==> config.mk <==
export PLATFORM = sky130hd
export DESIGN_NAME = ucode_sequencer
export DESIGN_NICKNAME = d
export VERILOG_FILES = /design/src/rtl/ucode_pkg.sv /design/src/rtl/ucode_store.sv /design/src/rtl/ucode_sequencer.sv
export SDC_FILE = /design/constraint.sdc
export NUM_CORES = 1
export LEC_CHECK = 0
export CORE_ASPECT_RATIO = 1.5
export CORE_UTILIZATION = 54
export CTS_CLUSTER_SIZE = 14
export DETAILED_ROUTE_END_ITERATION = 12
export HOLD_SLACK_MARGIN = 0.08
export PLACE_DENSITY = 0.79
export SLEW_MARGIN = 0
export SYNTH_ARGS = -nofsm -noshare
export SYNTH_HDL_FRONTEND = slang
export SYNTH_SLANG_ARGS = --single-unit
==> constraint.sdc <==
create_clock -name clk -period 1.98 [get_ports clk]
set_input_delay 0.198 -clock clk [delete_from_list [all_inputs] [get_ports clk]]
set_output_delay 0.198 -clock clk [all_outputs]
set_load 0.03 [all_outputs]
==> src/rtl/ucode_pkg.sv <==
// Shared definitions for the microcode sequencer: ALU select codes, control
// word field positions, FSM state encodings and the default ALU test program.
package ucode_pkg;

  // ALU operation select codes carried in the alu_sel field
  localparam logic [1:0] ALU_AND = 2'b00;
  localparam logic [1:0] ALU_OR  = 2'b01;
  localparam logic [1:0] ALU_XOR = 2'b10;
  localparam logic [1:0] ALU_ADD = 2'b11;

  // Field positions inside the base 4-bit control word
  localparam int BASE_CTRL_W = 4;
  localparam int ALU_SEL_HI  = 3;
  localparam int ALU_SEL_LO  = 2;
  localparam int MUX_SEL_BIT = 1;
  localparam int LOAD_BIT    = 0;

  // No-operation word: ALU AND, mux 0, accumulator not loaded
  localparam logic [BASE_CTRL_W-1:0] CTRL_NOP = '0;

  // Sequencer states, kept as plain constants for the legacy tooling
  localparam logic [1:0] ST_IDLE = 2'd0;
  localparam logic [1:0] ST_RUN  = 2'd1;
  localparam logic [1:0] ST_DONE = 2'd2;

  // Packs the individual control fields into a base control word
  function automatic logic [BASE_CTRL_W-1:0] make_word(input logic [1:0] alu,
                                                       input logic       mux,
                                                       input logic       load);
    logic [BASE_CTRL_W-1:0] w;
    w = CTRL_NOP;
    w[ALU_SEL_HI:ALU_SEL_LO] = alu;
    w[MUX_SEL_BIT]           = mux;
    w[LOAD_BIT]              = load;
    return w;
  endfunction

  // Default ALU test program, indexed by store address; unused entries are NOPs
  function automatic logic [BASE_CTRL_W-1:0] default_word(input int unsigned addr);
    logic [BASE_CTRL_W-1:0] w;
    case (addr)
      0:       w = make_word(ALU_AND, 1'b0, 1'b1);
      1:       w = make_word(ALU_XOR, 1'b0, 1'b1);
      2:       w = make_word(ALU_ADD, 1'b0, 1'b1);
      3:       w = make_word(ALU_ADD, 1'b1, 1'b1);
      4:       w = make_word(ALU_ADD, 1'b1, 1'b1);
      5:       w = make_word(ALU_XOR, 1'b0, 1'b1);
      6:       w = make_word(ALU_ADD, 1'b0, 1'b1);
      default: w = CTRL_NOP;
    endcase
    return w;
  endfunction

endpackage

==> src/rtl/ucode_store.sv <==
// Writable control store: DEPTH x CTRL_W register file that reverts to the
// default program on reset, with one synchronous write and one async read port.
module ucode_store
  import ucode_pkg::*;
#(
  parameter int ADDR_W = 3,
  parameter int CTRL_W = 4
) (
  input  logic              clk,
  input  logic              rst,
  input  logic              wr_en,
  input  logic [ADDR_W-1:0] wr_addr,
  input  logic [CTRL_W-1:0] wr_data,
  input  logic [ADDR_W-1:0] rd_addr,
  output logic [CTRL_W-1:0] rd_data
);

  localparam int DEPTH = 2 ** ADDR_W;

  logic [CTRL_W-1:0] mem [DEPTH];

  for (genvar g = 0; g < DEPTH; g++) begin : g_entry
    // Reset value is the default program word, zero-extended to CTRL_W
    localparam logic [CTRL_W-1:0] RST_VAL = CTRL_W'(default_word(g));

    logic [CTRL_W-1:0] entry;

    // Each entry reloads its default on reset and captures writes to its address
    always_ff @(posedge clk or posedge rst) begin
      if (rst) begin
        entry <= RST_VAL;
      end else if (wr_en && (wr_addr == ADDR_W'(g))) begin
        entry <= wr_data;
      end
    end

    assign mem[g] = entry;
  end

  assign rd_data = mem[rd_addr];

endmodule

==> src/rtl/ucode_sequencer.sv <==
// Microcode sequencer: steps a program counter through the control store and
// issues one registered control word per issue cycle, with run, single-step
// and loop modes plus an abort path.
module ucode_sequencer
  import ucode_pkg::*;
#(
  parameter int ADDR_W = 3,
  parameter int CTRL_W = 4
) (
  input  logic              clk,
  input  logic              rst,
  input  logic              start,
  input  logic              stop,
  input  logic              step_mode,
  input  logic              step,
  input  logic              loop_en,
  input  logic [ADDR_W-1:0] last_addr,
  input  logic              wr_en,
  input  logic [ADDR_W-1:0] wr_addr,
  input  logic [CTRL_W-1:0] wr_data,
  output logic              wr_err,
  output logic [CTRL_W-1:0] ctrl_out,
  output logic              ctrl_valid,
  output logic [ADDR_W-1:0] pc,
  output logic              busy,
  output logic              done
);

  logic [1:0]        state;
  logic [ADDR_W-1:0] last_q;
  logic [CTRL_W-1:0] store_word;
  logic              running;
  logic              issue;
  logic              at_last;
  logic              wr_accept;

  assign running   = (state == ST_RUN);
  assign issue     = step_mode ? step : 1'b1;
  assign at_last   = (pc == last_q);
  // The store is frozen while a program runs, so the issued stream is stable
  assign wr_accept = wr_en && !running;

  ucode_store #(
    .ADDR_W (ADDR_W),
    .CTRL_W (CTRL_W)
  ) u_store (
    .clk     (clk),
    .rst     (rst),
    .wr_en   (wr_accept),
    .wr_addr (wr_addr),
    .wr_data (wr_data),
    .rd_addr (pc),
    .rd_data (store_word)
  );

  // Sequencer FSM: start/stop handling, pc stepping and the issued word register
  always_ff @(posedge clk or posedge rst) begin
    if (rst) begin
      state      <= ST_IDLE;
      pc         <= '0;
      last_q     <= '0;
      ctrl_out   <= '0;
      ctrl_valid <= 1'b0;
    end else begin
      case (state)
        ST_RUN: begin
          if (stop) begin
            state      <= ST_IDLE;
            pc         <= '0;
            ctrl_out   <= '0;
            ctrl_valid <= 1'b0;
          end else if (issue) begin
            ctrl_out   <= store_word;
            ctrl_valid <= 1'b1;
            if (at_last) begin
              pc <= '0;
              if (!loop_en) begin
                state <= ST_DONE;
              end
            end else begin
              pc <= pc + 1'b1;
            end
          end else begin
            ctrl_out   <= '0;
            ctrl_valid <= 1'b0;
          end
        end
        ST_IDLE, ST_DONE: begin
          ctrl_out   <= '0;
          ctrl_valid <= 1'b0;
          if (start && !stop) begin
            state  <= ST_RUN;
            pc     <= '0;
            last_q <= last_addr;
          end
        end
        default: begin
          state      <= ST_IDLE;
          pc         <= '0;
          ctrl_out   <= '0;
          ctrl_valid <= 1'b0;
        end
      endcase
    end
  end

  // Flags a write that arrived while running; the write itself is dropped
  always_ff @(posedge clk or posedge rst) begin
    if (rst) begin
      wr_err <= 1'b0;
    end else begin
      wr_err <= wr_en && running;
    end
  end

  assign busy = running;
  assign done = (state == ST_DONE);

endmodule

==> results.yml, run 1 <==
power_and_ir_drop:
  pwr_density_cell_nw_per_um2: 1015
  p_leak_uw: 0.001065
  ir_drop_mv: 0.7990
critical_path:
  startpoint_type: "register"
  worst-path-buf-inv: 1
  timing.rr.start: "state[0]"
  crit_type: "reg2out"
  crit_chain: "and2b_4, clkdlybuf4s50_1"
  worst_path_max_delay_cell: "clkdlybuf4s50_1"
  critPathMaxStageDelay_ns: 0.68
  path_delay_family: "buffers and inverters"
  required_ns: 1.78
  crit_path_start: "state[1]"
  worstPathMaxFanout: 6
  worst-endpoint-arrival_ns: 1.67
  cp-end-kind: "output port"
run_status:
  run_status: "finished, final reports clean"
timing:
  rsz0062_at_grt: "false"
  fin_tns_setup_ns: 0
  tightest_slew_ns: 0.5616
  setup-violations-final: 0
  slew_headroom_pct: 62.56
  finalCriticalPeriod_ns: 1.870
  finalCritPeriodShare_pct: 94.42
  max_freq_mhz: 534.9
  worst_slack_ns: 0.1104
  slew_viol_final: 0
  finalHoldViolCount: 0
  skew_ns: 0.01281
finish:
  final_cell_mix: "mux2_2 (31), clkdlybuf4s50_1 (28), dfrtp_1 (27)"
  area_growth_pct: 22.29
  fin_area_um2: 2636
  drive_above_1_share_pct: 44.15
  fin_cells: 231
  layout.nets: 206
  final_common_cell: "mux2_2"
  antenna_cells: 0
placed_design:
  gp_congestion: 0.7659
  place_area_um2: 2520
  dp.cells: 223
  place_hpwl_mm: 3.444
  place_ws_ns: 0.1844
  io_buffers: 28
floorplanning:
  initial_core_util_pct: 57.49
  rows: 27
  io_pins: 29
  die_w_um: 53.59
  core-area_um2: 3750
  die_area_um2: 4254
  die_h_um: 79.39
routing:
  final_antenna_net_count: 0
  wl_per_cell_um: 21.08
  totalWireLength_mm: 4.869
  drc: 0
  dr.pass1.iters: 4
  num_vias: 1387
  viasPerCell: 6.004
  drtIter0Drc: 57
clocking:
  hold_buffers: 0
  cts_buffer_depth: 2
  cts.sinks: 46
  numCtsBuffers: 5
  ctsResizeCount: 0
  root_buffer: "clkbuf_8"
  clkTransAtPathRegs_ns: 0.09
  h-tree-depth: 2
  clk_latency_ns: 0.31
  cts_setup_buffers: 0
  cts_tree: "built"
synth:
  synth.cell_area_um2: 2156
  synth-seq-cells: 46
  synthCells: 149
  synth_nets: 168
  yosysSeqAreaShare_pct: 54.50
  ys_types: 36
  synth_warnings: 0
  post_synth.cell_area_avg_um2: 14.47
global_routing:
  grt_pass1_wl_mm: 7.707
  grt_start_max_net_pins: 47
  grt_pass1_vias: 1557
  grtUsageTotal_pct: 26.82
  antenna_found_initial: 0
  grt.overflow.total: 0
job:
  cap_violations: 0
hold_path:
  min-delay-path-class: "in2async"
[worst register-to-register path: cells and delay by family, from the launching register on]
kind	cells	cell delay, ns
flip-flops	1	0.45
multiplexers	1	0.38
AND/OR/NAND/NOR	3	0.78
[final timing paths]
check | end | slack (ns) | cells after the start
worst max-delay path | busy | 0.11 | 2
worst min-delay path | u_store.g_entry[5].entry[2] | 0.33 | 3
worst max register to register | u_store.g_entry[5].entry[1] | 0.26 | 4
worst min register to register | u_store.g_entry[7].entry[1] | 0.51 | 1
max in group asynchronous | u_store.g_entry[5].entry[3] | 1.25 | 3
min in group clk | last_q[0] | 0.50 | 2
[report_power, final]
group          internal (µW)  switching [µW]
Combinational            353             234
Sequential              1230             141
Clock                    412             309
Total                   1990             684
[registers in the layout, indices dropped and copies added (netlist names)]
register and count:
ctrl_out 4, pc 3, state 2, last_q 3, ctrl_valid 1, u_store.g_entry.entry 32, wr_err 1
[stage by stage]
step                      hold WS (ns)  utilization [%]  power (µW)
after floorplan                 0.2642                -        1745
after global placement          0.4855            67.20        1911
after detailed placement        0.4937            67.20        1953
after CTS                       0.3410            70.30        2693
after global routing            0.4136            70.30        2793
final                           0.3290            70.30        2675
[Yosys cell counts, drive strengths merged]
cell type  instances  area (µm²)
a21oi              1       5.000
a2bb2oi            1       8.760
a311oi             1       8.760
a31o               1       8.760
and2               2       12.51
and2b              1       10.01
buf                3       15.01
dfrtp             27       675.7
dfstp             19       499.2
ha                 1       12.51
inv                3       11.26
mux2              35       409.1
mux2i              4       40.04
mux4               8       180.2
nand2              7       26.28
nand2b             3       18.77
nand3              3       15.01
nand3b             1       7.510
nand4              1       6.260
nor2               8       35.03
nor2b              4       27.53
nor3               2       21.27
nor3b              1       7.510
o21ai              3       15.01
o22a               1       8.760
o22ai              1       6.260
o2bb2ai            1       8.760
or2                1       8.760
or3b               2       20.02
xnor2              3       26.28
[kinds of logic (layout without fill, tap and decap cells)]
kind of cell,Yosys count,after routing,synth area share [%]
AO/OA/AOI/OAI,10,10,3.250
XOR/XNOR,3,3,1.219
adder cells (fa/ha/maj),1,1,0.5803
buffers and inverters,6,45,1.219
flip-flops,46,46,54.50
multiplexers,47,47,29.19
AND/OR/NAND/NOR,36,36,10.04
[routing by layer]
layer | track usage (%) | routed length (µm) | vias to the layer above
met4 | 11.32 | 148 | 0
met3 | 6.667 | 219 | 15
met5 | 0 | 0 | -
li1 | - | - | 614
met1 | 27.19 | 1746 | 708
met2 | 49.25 | 2754 | 50
[cell type report]
class / count / area, µm²
Sequential cell: 46 / 1175
Clock buffer: 7 / 86.33
Inverter: 3 / 11.26
Clock inverter: 1 / 30.03
Timing Repair Buffer: 34 / 325.3
Fill cell: 250 / 1114
Multi-Input combinational cell: 97 / 954.7
Tap cell: 43 / 53.80
(Power assumes the default switching activity.)
==> run 2: changes to the inputs <==
--- a/config.mk
+++ b/config.mk
@@ -5,6 +5,7 @@
 export SDC_FILE = /design/constraint.sdc
 export NUM_CORES = 1
 export LEC_CHECK = 0
+export CAP_MARGIN = 20
 export CORE_ASPECT_RATIO = 1.5
 export CORE_UTILIZATION = 54
 export CTS_CLUSTER_SIZE = 14
==> results of run 2 <==
Same layout as run 1: the final DEF is identical, and so are final timing and power.
